**src/rtl/move_input_controller_if.sv**
```systemverilog
// Move handshake bundle between the button controller and the game logic.
// The master drives move_valid, dir and conflict; the slave answers with move_ready.
interface move_input_controller_if;
  logic       move_valid;
  logic       move_ready;
  logic [1:0] dir;
  logic       conflict;

  modport master (output move_valid, output dir, output conflict, input move_ready);
  modport slave  (input move_valid, input dir, input conflict, output move_ready);
endinterface

```
**src/rtl/move_input_controller.sv**
```systemverilog
// Four-button move input: per-button sync + debounce, then a press-to-move FSM
// issuing exactly one valid/ready handshake per press and flagging multi-presses.

module mic_debounce #(
  parameter int DEBOUNCE_CYCLES = 500000
) (
  input  logic clk,
  input  logic rst,
  input  logic raw,
  output logic level
);
  localparam int CW = $clog2(DEBOUNCE_CYCLES + 1);
  localparam logic [CW-1:0] LAST = CW'(DEBOUNCE_CYCLES - 1);

  logic          s1, s2;
  logic [CW-1:0] cnt;

  always_ff @(posedge clk) begin
    if (rst) begin
      s1    <= 1'b0;
      s2    <= 1'b0;
      level <= 1'b0;
      cnt   <= '0;
    end else begin
      s1 <= raw;
      s2 <= s1;
      if (s2 == level) begin
        cnt <= '0;
      end else if (cnt == LAST) begin
        // Next increment would reach the threshold: accept the new level.
        level <= ~level;
        cnt   <= '0;
      end else begin
        cnt <= cnt + 1'b1;
      end
    end
  end
endmodule

module move_input_controller #(
  parameter int DEBOUNCE_CYCLES = 500000
) (
  input  logic                           clk,
  input  logic                           rst,
  input  logic                           btn_up,
  input  logic                           btn_right,
  input  logic                           btn_down,
  input  logic                           btn_left,
  move_input_controller_if.master        move
);
  localparam int NUM_BTN = 4;

  localparam logic [1:0] IDLE         = 2'd0;
  localparam logic [1:0] ISSUE        = 2'd1;
  localparam logic [1:0] WAIT_RELEASE = 2'd2;
  localparam logic [1:0] LOCKOUT      = 2'd3;

  logic [NUM_BTN-1:0] btn, deb;
  logic [1:0]         state, enc;
  logic               move_valid_q, conflict_q;
  logic [1:0]         dir_q;

  // Bit index doubles as the direction code.
  assign btn = {btn_left, btn_down, btn_right, btn_up};

  for (genvar i = 0; i < NUM_BTN; i++) begin : g_btn
    mic_debounce #(.DEBOUNCE_CYCLES(DEBOUNCE_CYCLES)) u_db (
      .clk   (clk),
      .rst   (rst),
      .raw   (btn[i]),
      .level (deb[i])
    );
  end

  always_comb begin
    enc = 2'd0;
    for (int i = 0; i < NUM_BTN; i++)
      if (deb[i]) enc = 2'(i);
  end

  always_ff @(posedge clk) begin
    if (rst) begin
      state        <= IDLE;
      move_valid_q <= 1'b0;
      dir_q        <= 2'd0;
      conflict_q   <= 1'b0;
    end else begin
      conflict_q <= 1'b0;
      case (state)
        IDLE: begin
          if ($onehot(deb)) begin
            dir_q        <= enc;
            move_valid_q <= 1'b1;
            state        <= ISSUE;
          end else if (deb != '0) begin
            conflict_q <= 1'b1;
            state      <= LOCKOUT;
          end
        end
        ISSUE: begin
          // Offer is frozen until accepted; button activity is ignored here.
          if (move.move_ready) begin
            move_valid_q <= 1'b0;
            state        <= WAIT_RELEASE;
          end
        end
        default: begin
          if (deb == '0) state <= IDLE;
        end
      endcase
    end
  end

  assign move.move_valid = move_valid_q;
  assign move.dir        = dir_q;
  assign move.conflict   = conflict_q;
endmodule

```
**src/flat_wrapper.sv**
```systemverilog
// flat-port wrapper written by rule: the top's interface ports become plain ports
module move_input_controller_flat 
#(
  parameter int DEBOUNCE_CYCLES = 500000
)
  (clk, rst, btn_up, btn_right, btn_down, btn_left, move_move_valid, move_dir, move_conflict, move_move_ready);
  move_input_controller_if move_i ();
  input  logic clk;
  input  logic rst;
  input  logic btn_up;
  input  logic btn_right;
  input  logic btn_down;
  input  logic btn_left;
  output wire logic [$bits(move_i.move_valid)-1:0] move_move_valid;
  output wire logic [$bits(move_i.dir)-1:0] move_dir;
  output wire logic [$bits(move_i.conflict)-1:0] move_conflict;
  input wire logic [$bits(move_i.move_ready)-1:0] move_move_ready;
  assign move_move_valid = move_i.move_valid;
  assign move_dir = move_i.dir;
  assign move_conflict = move_i.conflict;
  assign move_i.move_ready = move_move_ready;
  move_input_controller #(.DEBOUNCE_CYCLES(DEBOUNCE_CYCLES)) u_core (.clk(clk), .rst(rst), .btn_up(btn_up), .btn_right(btn_right), .btn_down(btn_down), .btn_left(btn_left), .move(move_i));
endmodule
```
**config.mk**
```make
export PLATFORM = sky130hd
export DESIGN_NAME = move_input_controller_flat
export DESIGN_NICKNAME = d
export VERILOG_FILES = /design/src/rtl/move_input_controller_if.sv /design/src/rtl/move_input_controller.sv /design/src/flat_wrapper.sv
export SDC_FILE = /design/constraint.sdc
export NUM_CORES = 1
export LEC_CHECK = 0
export CAP_MARGIN = 20
export CORE_MARGIN = 4
export CORE_UTILIZATION = 61
export CTS_CLUSTER_SIZE = 10
export DETAILED_ROUTE_END_ITERATION = 16
export GPL_TIMING_DRIVEN = 1
export PLACE_DENSITY = 0.78
export SLEW_MARGIN = 40
export SYNTH_ARGS = -nofsm -noshare
export SYNTH_HDL_FRONTEND = slang
export SYNTH_SLANG_ARGS = --single-unit
```
**constraint.sdc**
```tcl
create_clock -name clk -period 3.5 [get_ports clk]
set_input_delay 1.05 -clock clk [delete_from_list [all_inputs] [get_ports clk]]
set_output_delay 1.05 -clock clk [all_outputs]
set_load 0.05 [all_outputs]
```
# Word-level counts from Yosys, hierarchy flattened
# Cells that the tools add are included.
# W data, S select, Z words.
dict set report op_classes {
  n_mux 12
  n_reduce_logical 17
  eq_ne 13
  addsub 7
  n_bitwise 9
}
# op count
set ops {}
lappend ops {{$add A19 B1 Y19 const B} 4}
lappend ops {{$eq A19 B19 Y1 const B} 4}
lappend ops {{$reduce_or A3 Y1} 5}
lappend ops {{$mux W2} 6}
lappend ops {{$reduce_and A2 Y1} 5}
lappend ops {{$not A1 Y1} 9}
lappend ops {{$reduce_and A3 Y1} 2}
lappend ops {{$add A1 B1 Y2} 2}
lappend ops {{$eq A1 B1 Y1} 4}
lappend ops {{$logic_not A4 Y1} 1}
lappend ops {{$mux W1} 4}
lappend ops {{$pmux W2 S2} 1}
lappend ops {{$reduce_bool A4 Y1} 1}
lappend ops {{$add A3 B3 Y3} 1}
lappend ops {{$eq A3 B1 Y1 const B} 1}
lappend ops {{$ne A3 B1 Y1 const B} 1}
lappend ops {{$reduce_bool A3 Y1} 1}
lappend ops {{$eq A2 B1 Y1 const B} 1}
lappend ops {{$logic_not A2 Y1} 1}
lappend ops {{$ne A2 B1 Y1 const B} 1}
lappend ops {{$ne A2 B2 Y1 const B} 1}
lappend ops {{$pmux W1 S2} 1}
lappend ops {{$reduce_bool A2 Y1} 1}
dict set report totals {
  out_inout_bits 4
  inputBits 7
  regBits 94
  elab_cells 78
}

# Longest topological paths before layout
# Gate-level depths: netlist of the first run.
dict set report depth {
  word_depth 5
  depth_mapped 8
  ltp_nobuf 8
}

# Hierarchy
# From an unflattened synthesis of the first run, not the netlist that was laid out.
dict set report unflattened {
  hier_cells 483
  area_unflattened_um2 4330.4
}
# module area_each_um2 n_inst cells_each seq_area_each_um2
set by_module_without_submodules {}
lappend by_module_without_submodules {mic_debounce 996.0 4 112 440.4}
lappend by_module_without_submodules {move_input_controller 346.6 1 35 120.1}

# Least setup slack after synthesis of the first run
# Ideal clock, no wire load.
dict set report synth_path {
  path_kind {register -> register}
  from {reg u_core.g_btn[1].u_db.level}
  to {reg u_core.dir_q[1] (netlist: u_core.move.dir[1])}
  path_buffers 0
  t_arrival_ns 2.359
  path_stages_with_launch 9
  t_required_ns 3.414
  slack_ns 1.055
  synth_period_minus_slack_ns 2.445
  path_cell_list {dfxtp_1 inv_1 ha_1 ha_1 fa_1 or3b_2 nor3_1 nor2_1 a211oi_1}
}
dict set report synth_between {
  elab_chain_len 4
}
# element line
set synth_rtl {}
lappend synth_rtl {{start: declaration} move_input_controller.sv:10} ;# output logic level
lappend synth_rtl {{start signal: assignment} move_input_controller.sv:31} ;# level <= ~level;
lappend synth_rtl {{$add A1 B1 Y2 (implied by the code)} move_input_controller.sv:91} ;# if ($onehot(deb)) begin
lappend synth_rtl {{$add A3 B3 Y3 (implied by the code)} move_input_controller.sv:91}
lappend synth_rtl {{$eq A3 B1 Y1} move_input_controller.sv:91}
lappend synth_rtl {{$reduce_and A2 Y1 (no line)} --}
lappend synth_rtl {{end signal: assignment} move_input_controller.sv:92} ;# dir_q <= enc;
lappend synth_rtl {{end: declaration} move_input_controller.sv:61} ;# logic [1:0] dir_q;
# Every way passes these cells.
# A chain may end at the register's enable or synchronous reset.

# Worst setup path after layout of the first run
dict set report layout_path {
  from {reg u_core.g_btn[3].u_db.level}
  to {reg u_core.dir_q[0] (netlist: u_core.move.dir[0])}
}
dict set report layout_between {
  elab_chain_len 4
  word_cells_on_any_way 5
  classes_between {add/sub: 2; eq/ne: 1; mux: 1; reduce/logical: 1}
}
# element line
set layout_rtl {}
lappend layout_rtl {{start: declaration} move_input_controller.sv:10}
lappend layout_rtl {{start signal: assignment} move_input_controller.sv:31}
lappend layout_rtl {{$add A1 B1 Y2 (implied by the code)} move_input_controller.sv:91}
lappend layout_rtl {{$add A3 B3 Y3 (implied by the code)} move_input_controller.sv:91}
lappend layout_rtl {{$eq A3 B1 Y1} move_input_controller.sv:91}
lappend layout_rtl {{$reduce_and A2 Y1 (no line)} --}
# Several ways; a longest one is shown, not always the timed one.

==> results.json, run 1 <==
{
  "fp.dieH_um": 91.0,
  "setup_violations": 0,
  "dieArea_um2": 8270,
  "areaGrowthSynthToFinish_pct": 8.05,
  "synth_area_um2": 4200,
  "end_kind": "flop",
  "antenna_found_initial": 0,
  "cellLeakagePower_nw": 1.41,
  "rsz0062_at_grt": "false",
  "wl_per_cell_um": 13.0,
  "synth_seq_cells": 94,
  "syn_nets": 491,
  "cap_violations": 0,
  "crit_top_cell": "ha_1",
  "vias_per_cell": 5.82,
  "drv_slew": 0,
  "critPathMaxStageDelay_ps": 530,
  "synth.most_common_cell": "dfxtp_1",
  "clkSlewWorstSetupHoldPaths_ps": 90,
  "grt_pass1_wl_um": 13400,
  "slew_headroom": 0.489,
  "final_area_um2": 4540,
  "clock_latency_ps": 350,
  "clockBufferDepth": 2,
  "post-route-period-util": 0.767,
  "max_freq_mhz": 372,
  "cts_tree": "yes",
  "drive_gt1_frac": 0.0615,
  "wl_um": 7350,
  "gp_congestion": 0.808,
  "critPathTopFamily": "simple AND/OR/NAND/NOR gates",
  "worstPathArrival_ps": 2950,
  "fin_skew_ps": 6.37,
  "synth.largest_area_cell": "dfxtp_1",
  "synth_top_area_frac": 0.448,
  "ant_nets": 0,
  "post_cts_buffers": 0,
  "grt_max_degree": 20,
  "power_density_nw_per_um2": 396,
  "synth_common_cells": "94 x dfxtp_1, 66 x nor2_1, 28 x nand3_1, 28 x xor2_1",
  "hold_ws_ps": 453,
  "startpoint_type": "flop",
  "critPathRequiredTime_ps": 3760,
  "cts_inserted_buffers": 9,
  "initial_core_util": 0.643,
  "drtIter0Drc": 108,
  "final_nets": 501,
  "hold_buffers": 0,
  "hold_viol": 0,
  "num_rows": 29,
  "hpwl_um": 5200,
  "drtPass1Iterations": 4,
  "yosysWarnings": 0,
  "ir_worst_vdd_mv": 0.221,
  "root_buffer": "clkbuf_8",
  "synth_flop_cell": "dfxtp_1",
  "final.setup.tns_ps": 0,
  "critPathBufInv": 1,
  "min_path_type": "reg -> reg",
  "worst_pin_slew_ps": 766,
  "avgSynthCellArea_um2": 8.86,
  "synth_area_leaders": "dfxtp_1 45%, nor2_1 5.9%, xor2_1 5.8%",
  "post-route-drc-count": 0,
  "path_max_fanout": 5,
  "synthArstFlopShare": 0,
  "cp_slowest_cell": "or3b_2",
  "synth_edf_count": 0,
  "ys_seq_area_frac": 0.448,
  "ys_types": 47,
  "num_vias": 3290,
  "grt_pass1_vias": 3104,
  "path_class": "reg -> reg",
  "ios": 11,
  "core_area_um2": 6530,
  "cts_max_level": 3,
  "place_area_um2": 4350,
  "gr-usage-all-layers": 0.190,
  "outcome": "finished, final reports clean",
  "die_w_um": 91.0,
  "period_needed_ps": 2690,
  "cts-resized-gates": 0,
  "netlist_instances": 474,
  "port_buffers": 10,
  "antenna_cells": 0,
  "path_cells": "inv_1 > ha_1 > ha_1 > fa_1 > or3b_2 > nor3_1 > nor2_1 > a211oi_1",
  "clock_sink_count": 94,
  "grt-ovfl-total": 0
}
==> path summary, 6_finish.rpt <==
kind | cells after the start | from | end | slack [ps]
hold / removal | 1 | u_core.g_btn[2].u_db.s1 | u_core.g_btn[2].u_db.s2 | 450
setup / recovery | 8 | u_core.g_btn[3].u_db.level | u_core.move.dir[0] | 810
setup reg to reg | 8 | u_core.g_btn[3].u_db.level | u_core.move.dir[0] | 810
hold reg to reg | 1 | u_core.g_btn[2].u_db.s1 | u_core.g_btn[2].u_db.s2 | 450
==> placed cells by master (no fill, tap or decap), drive strengths merged, types with 2 or more instances in the layout <==
| master | n |
|---|---|
| and3 | 4 |
| nor2 | 66 |
| nor4bb | 2 |
| a21oi | 24 |
| a211oi | 2 |
| or4b | 3 |
| or4 | 8 |
| o21ai | 16 |
| o31ai | 7 |
| nand4 | 17 |
| clkbuf | 9 |
| nand3b | 2 |
| nand2 | 26 |
| nor2b | 9 |
| inv | 20 |
| xor2 | 28 |
| nor4b | 3 |
| nand2b | 3 |
| dfxtp | 94 |
| a31oi | 2 |
| nor3 | 9 |
| nor4 | 11 |
| clkinv | 4 |
| nand3 | 29 |
| ha | 9 |
| or2 | 4 |
| or3 | 17 |
| clkdlybuf4s50 | 10 |
| o21bai | 4 |
| xnor2 | 26 |
| and4 | 9 |
==> worst register-to-register path, delay by kind of cell, from the launching register on <==
kind	cells	cell delay [ps]
fa+ha+maj	3	920
flops	1	440
compound gates	1	200
simple gates	3	970
buf+inv	1	70
==> flip-flops by register name, summed over array words and instances (netlist names) <==
| signal | cells |
|---|---|
| u_core.move.move_valid | 1 |
| u_core.g_btn.u_db.level | 4 |
| u_core.state | 2 |
| u_core.g_btn.u_db.s2 | 4 |
| u_core.g_btn.u_db.s1 | 4 |
| u_core.move.conflict | 1 |
| u_core.g_btn.u_db.cnt | 76 |
| u_core.move.dir | 2 |
==> metrics by stage <==
stage	total power [mW]	instances	util	setup slack (ps)
after detailed placement	1.13	550	0.666	793
after CTS	1.82	565	0.694	788
final	1.80	565	0.694	815
after floorplan	1.12	474	-	1060
after global routing	1.86	565	0.694	578
after global placement	1.13	550	0.665	712
==> cell families after synthesis <==
family / synth area share
compound gates: 0.0852
xor+xnor: 0.113
fa+ha+maj: 0.0316
buf+inv: 0.0304
flops: 0.448
simple gates: 0.292
==> final cells by class <==
class / instances / area [µm²]
Multi-Input combinational cell: 349 / 2190
Fill cell: 541 / 2000
Sequential cell: 94 / 1880
Clock buffer: 9 / 124
Timing Repair Buffer: 11 / 108
Tap cell: 77 / 96.3
Inverter: 19 / 71.3
Clock inverter: 6 / 62.6
==> routing by layer <==
layer,GRT usage,share of wire,wire [µm],vias to the layer above
met4,0.0415,0.0076,56,0
met3,0.0570,0.037,270,6
met2,0.320,0.48,3550,32
met1,0.241,0.47,3480,1558
met5,0,0,0,-
li1,-,-,-,1694
==> power by group <==
part / switching, mW / internal [mW]
Clock: 0.364 / 0.326
Combinational: 0.0148 / 0.0130
Sequential: 0.00314 / 1.07
Total: 0.382 / 1.41
Note: power is estimated with default switching activity, not from simulation.
==> inputs of run 2 (changes only) <==
--- a/config.mk
+++ b/config.mk
@@ -7,11 +7,11 @@
 export LEC_CHECK = 0
 export CAP_MARGIN = 20
 export CORE_MARGIN = 4
-export CORE_UTILIZATION = 61
+export CORE_UTILIZATION = 55
 export CTS_CLUSTER_SIZE = 10
 export DETAILED_ROUTE_END_ITERATION = 16
 export GPL_TIMING_DRIVEN = 1
-export PLACE_DENSITY = 0.78
+export PLACE_DENSITY = 0.74
 export SLEW_MARGIN = 40
 export SYNTH_ARGS = -nofsm -noshare
 export SYNTH_HDL_FRONTEND = slang
==> constraint.sdc (replaced) <==
create_clock -name clk -period 2.32 [get_ports clk]
set_input_delay 0.696 -clock clk [delete_from_list [all_inputs] [get_ports clk]]
set_output_delay 0.696 -clock clk [all_outputs]
set_load 0.05 [all_outputs]
==> run 2 against run 1 <==
Effect of this change:
- clock skew decreased by 1.1 ps
- total power up 50%
- highest routed layer unchanged
- die area grew 9.9%
- non-clock buffer count is 8 higher
- sequential power increased by 50%
- largest cell class unchanged
- final area is 3.6% higher
- global-route usage is 1.2 points lower
- hold slack got worse by 8.0 ps
- clock power grew 48%
- register-to-register slack got worse by 710 ps
- flip-flop and latch count stayed put
==> results.json, run 2 (same netlist as run 1, synthesis figures left out) <==
{
  "outcome": "finished, final reports clean",
  "period_needed_ps": 2240,
  "drtPass1Iterations": 5,
  "areaGrowthSynthToFinish_pct": 12.0,
  "gr-usage-all-layers": 0.177,
  "clkSlewWorstSetupHoldPaths_ps": 80,
  "critPathTopFamily": "buffers and inverters",
  "top_register": "u_core.g_btn.u_db.cnt",
  "port_buffers": 10,
  "num_rows": 31,
  "antenna_found_initial": 0,
  "grt_pass1_vias": 3002,
  "startpoint_type": "flop",
  "cts_max_level": 3,
  "path_class": "reg -> out",
  "cp_slowest_cell": "clkdlybuf4s50_1",
  "ir_worst_vdd_mv": 0.317,
  "final_nets": 509,
  "drtIter0Drc": 59,
  "cap_violations": 0,
  "min_path_type": "reg -> reg",
  "ant_nets": 0,
  "clockBufferDepth": 2,
  "fp.dieH_um": 95.4,
  "largest_reg_flops": 76,
  "drive_gt1_frac": 0.0927,
  "grt_pass1_wl_um": 13000,
  "vias_per_cell": 5.42,
  "hold_buffers": 0,
  "critPathRequiredTime_ps": 1620,
  "slew_headroom": 0.480,
  "path_cells": "clkdlybuf4s50_1",
  "max_freq_mhz": 446,
  "cts_tree": "yes",
  "rsz0062_at_grt": "false",
  "post-route-period-util": 0.966,
  "setup_ws_ps": 78.5,
  "power_density_nw_per_um2": 572,
  "root_buffer": "clkbuf_8",
  "initial_core_util": 0.573,
  "setup_violations": 0,
  "hold_viol": 0,
  "fillers": 618,
  "path_max_fanout": 3,
  "ios": 11,
  "worstPathArrival_ps": 1550,
  "worst_pin_slew_ps": 781,
  "critPathMaxStageDelay_ps": 820,
  "post-route-drc-count": 0,
  "num_vias": 3224,
  "fin_skew_ps": 5.29,
  "die_w_um": 95.4,
  "final_cell_mix": "90 x dfxtp_1, 66 x nor2_1, 28 x nand3_1, 28 x xor2_1",
  "core_area_um2": 7330,
  "place_area_um2": 4450,
  "cellLeakagePower_nw": 1.48,
  "gp_congestion": 0.785,
  "final.setup.tns_ps": 0,
  "cts_inserted_buffers": 9,
  "drv_slew": 0,
  "dp_worst_setup_slack_ps": 23.4,
  "dieArea_um2": 9090,
  "mostFrequentLayoutCell": "dfxtp_1",
  "wl_um": 7420,
  "clock_latency_ps": 350,
  "grt_max_degree": 20,
  "clock_sink_count": 94,
  "wl_per_cell_um": 12.5,
  "critPathBufInv": 1,
  "hpwl_um": 5220,
  "final_area_um2": 4700,
  "grt-ovfl-total": 0,
  "end_kind": "output pin",
  "antenna_cells": 0
}
run 2: layout make-up:
type	count	area, µm²	share of cell area
sequential	94	1890	0.401
inverter	19	71.3	0.0152
clock buffer	15	186	0.0397
tap	99	124	0.0264
multi-input combinational	349	2250	0.479
timing repair buffer	19	183	0.0389
run 2: final timing paths:
| path | from | to | slack (ps) | depth (start not counted) |
|---|---|---|---|---|
| worst max-delay path | u_core.move.move_valid | move_move_valid | 80 | 1 |
| worst min-delay path | u_core.g_btn[3].u_db.s1 | u_core.g_btn[3].u_db.s2 | 450 | 1 |
| worst max register to register | u_core.g_btn[2].u_db.level | u_core.move.dir[0] | 100 | 8 |
| worst min register to register | u_core.g_btn[3].u_db.s1 | u_core.g_btn[3].u_db.s2 | 450 | 1 |
run 2: routing by layer:
metal  wire (µm)  track usage  vias to the layer above
met5           0            0                        -
met4          64       0.0601                        0
met3         204       0.0450                        6
met2        3510        0.292                       30
met1        3650        0.227                     1487
li1            -            -                     1701
run 2: per-stage QoR:
step | cells | power, mW | hold WS [ps] | util
2_1_floorplan | 474 | 1.69 | 414 | -
3_3_place_gp | 579 | 1.71 | 420 | 0.607
3_5_place_dp | 579 | 1.71 | 430 | 0.607
4_1_cts | 594 | 2.73 | 450 | 0.633
5_1_grt | 595 | 2.81 | 469 | 0.641
6_report | 595 | 2.69 | 445 | 0.641
run 2: what timing repair did:
action	4_1_cts	5_1_grt
setup buffers	0	1
resized for setup	0	12
endpoints found under the setup margin	0	2
run 2: power breakdown:
part	total (mW)	internal (mW)	leakage, nW	switching [mW]
Clock	1.02	0.503	0.0958	0.517
Combinational	0.0453	0.0221	0.619	0.0232
Sequential	1.62	1.62	0.761	0.00454
==> inputs of run 3 (changes only) <==
--- a/config.mk
+++ b/config.mk
@@ -7,11 +7,11 @@
 export LEC_CHECK = 0
 export CAP_MARGIN = 20
 export CORE_MARGIN = 4
-export CORE_UTILIZATION = 55
-export CTS_CLUSTER_SIZE = 10
+export CORE_UTILIZATION = 57
+export CTS_BUF_LIST = sky130_fd_sc_hd__clkbuf_8
 export DETAILED_ROUTE_END_ITERATION = 16
 export GPL_TIMING_DRIVEN = 1
-export PLACE_DENSITY = 0.74
+export PLACE_DENSITY = 0.76
 export SLEW_MARGIN = 40
 export SYNTH_ARGS = -nofsm -noshare
 export SYNTH_HDL_FRONTEND = slang
==> run 3 against run 2 <==
Effect of this change:
- sequential power about the same
- combinational power down 5.3%
- non-clock buffer count is 1 lower
- fmax fell by 0.94%
- flip-flop and latch count unchanged
- critical path depth increased by 7
- total power up 0.58%
- die area down 3.2%
- global-route usage fell by 0.10 points
- critical endpoint is now u_core.move.dir[1]
- largest cell class unchanged
- largest power group unchanged
==> results.json, run 3 (same netlist as run 1, synthesis figures left out) <==
{
  "outcome": "finished, final reports clean",
  "max_freq_mhz": 442,
  "grt_pass1_vias": 2956,
  "setup_violations": 0,
  "drtPass1Iterations": 4,
  "grt-ovfl-total": 0,
  "largest_reg_flops": 76,
  "grt_max_degree": 20,
  "cts_max_level": 3,
  "period_needed_ps": 2260,
  "power_mw": 2.71,
  "fillers": 621,
  "clkSlewWorstSetupHoldPaths_ps": 90,
  "areaGrowthSynthToFinish_pct": 11.3,
  "drtIter0Drc": 55,
  "post_cts_buffers": 0,
  "cts_inserted_buffers": 9,
  "r2r_start": "u_core.g_btn[3].u_db.level",
  "min_path_type": "reg -> reg",
  "gr-usage-all-layers": 0.176,
  "fp.dieH_um": 93.8,
  "p_sw_mw": 0.607,
  "port_buffers": 10,
  "clock_latency_ps": 360,
  "switching_share": 0.224,
  "end_kind": "flop",
  "hold_viol": 0,
  "final_cell_mix": "90 x dfxtp_1, 65 x nor2_1, 28 x nand3_1, 28 x xor2_1",
  "cp_slowest_cell": "fa_1",
  "hp-start": "u_core.g_btn[1].u_db.s1",
  "pwr-share-comb": 0.016,
  "hold_buffers": 0,
  "clockBufferDepth": 2,
  "drv_slew": 0,
  "hpwl_um": 5110,
  "wl_per_cell_um": 12.2,
  "slew_headroom": 0.503,
  "vias_per_cell": 5.42,
  "initial_core_util": 0.582,
  "worstPathArrival_ps": 2550,
  "wl_um": 7290,
  "gp_congestion": 0.812,
  "root_buffer": "clkbuf_8",
  "critPathMaxStageDelay_ps": 470,
  "cts_tree": "yes",
  "antenna_cells": 0,
  "num_rows": 31,
  "post-route-drc-count": 0,
  "top_register": "u_core.g_btn.u_db.cnt",
  "clock_sink_count": 94,
  "cts-resized-gates": 0,
  "final_util": 0.648,
  "p_int_mw": 2.10,
  "dp_worst_setup_slack_ps": 83.6,
  "power_density_nw_per_um2": 579,
  "path_max_fanout": 5,
  "cap_violations": 0,
  "antenna_found_initial": 0,
  "final_nets": 508,
  "ir_worst_vdd_mv": 0.321,
  "place_area_um2": 4440,
  "die_w_um": 93.8,
  "multi_input_area_um2": 2240,
  "dieArea_um2": 8800,
  "hold_ws_ps": 456,
  "core_area_um2": 7210,
  "p_clk_frac": 0.384,
  "ant_nets": 0,
  "final_area_um2": 4670,
  "seq_area_um2": 1890,
  "post-route-period-util": 0.975,
  "ios": 11,
  "fin_skew_ps": 10.0,
  "drive_gt1_frac": 0.0968,
  "cp-startpoint": "u_core.g_btn[3].u_db.level",
  "path_class": "reg -> reg",
  "mostFrequentLayoutCell": "dfxtp_1",
  "critPathRequiredTime_ps": 2600,
  "cellLeakagePower_nw": 1.44,
  "worst_pin_slew_ps": 746,
  "path_cells": "inv_1 > ha_4 > ha_2 > fa_1 > or3b_4 > nor3_4 > nor2_1 > a211oi_1",
  "grt_pass1_wl_um": 12700,
  "setup_ws_ps": 57.2,
  "pwr-share-seq": 0.601,
  "num_vias": 3223,
  "startpoint_type": "flop"
}
==> run 3: worst max-delay path: cells and delay by family (launching register included) <==
| kind | cells | cell delay (ps) |
|---|---|---|
| DFF | 1 | 330 |
| and+or+nand+nor | 3 | 770 |
| adders and majority gates | 3 | 880 |
| AOI/OAI and AO/OA | 1 | 150 |
| buffers and inverters | 1 | 60 |
==> run 3: final timing paths <==
| check | to | depth (start not counted) | slack (ps) |
|---|---|---|---|
| max | u_core.move.dir[1] | 8 | 60 |
| min reg2reg | u_core.g_btn[1].u_db.s2 | 1 | 460 |
| min | u_core.g_btn[1].u_db.s2 | 1 | 460 |
| max reg2reg | u_core.move.dir[1] | 8 | 60 |
==> run 3: routing by layer <==
metal  part of all wire  vias to the layer above  GRT usage
li1                   -                     1698          -
met1               0.48                     1477      0.218
met2               0.47                       34      0.290
met3              0.033                       14     0.0553
met4              0.016                        0     0.0614
met5                  0                        -          0
==> run 3: cell type report <==
type,count,share of cell area
repair buffers,18,0.0343
well taps,99,0.0265
inverters,19,0.0153
clock buffers,11,0.0324
multi-input cells,349,0.479
flip-flops and latches,94,0.404
clock inverters,5,0.00884
==> run 3: per-stage QoR <==
| step | TNS (ps) | cells |
|---|---|---|
| global placement | 0 | 579 |
| CTS | 0 | 595 |
| detailed placement | 0 | 579 |
| floorplan | 0 | 474 |
| global route | -48.4 | 595 |
| finish | 0 | 595 |
==> run 3: power by group through the flow <==
stage | combinational (mW) | clock [mW] | sequential, mW
floorplan | 0.0254 | 0 | 1.66
global placement | 0.0423 | 0 | 1.66
detailed placement | 0.0434 | 0 | 1.66
CTS | 0.0437 | 1.08 | 1.63
global route | 0.0489 | 1.13 | 1.63
finish | 0.0429 | 1.04 | 1.62
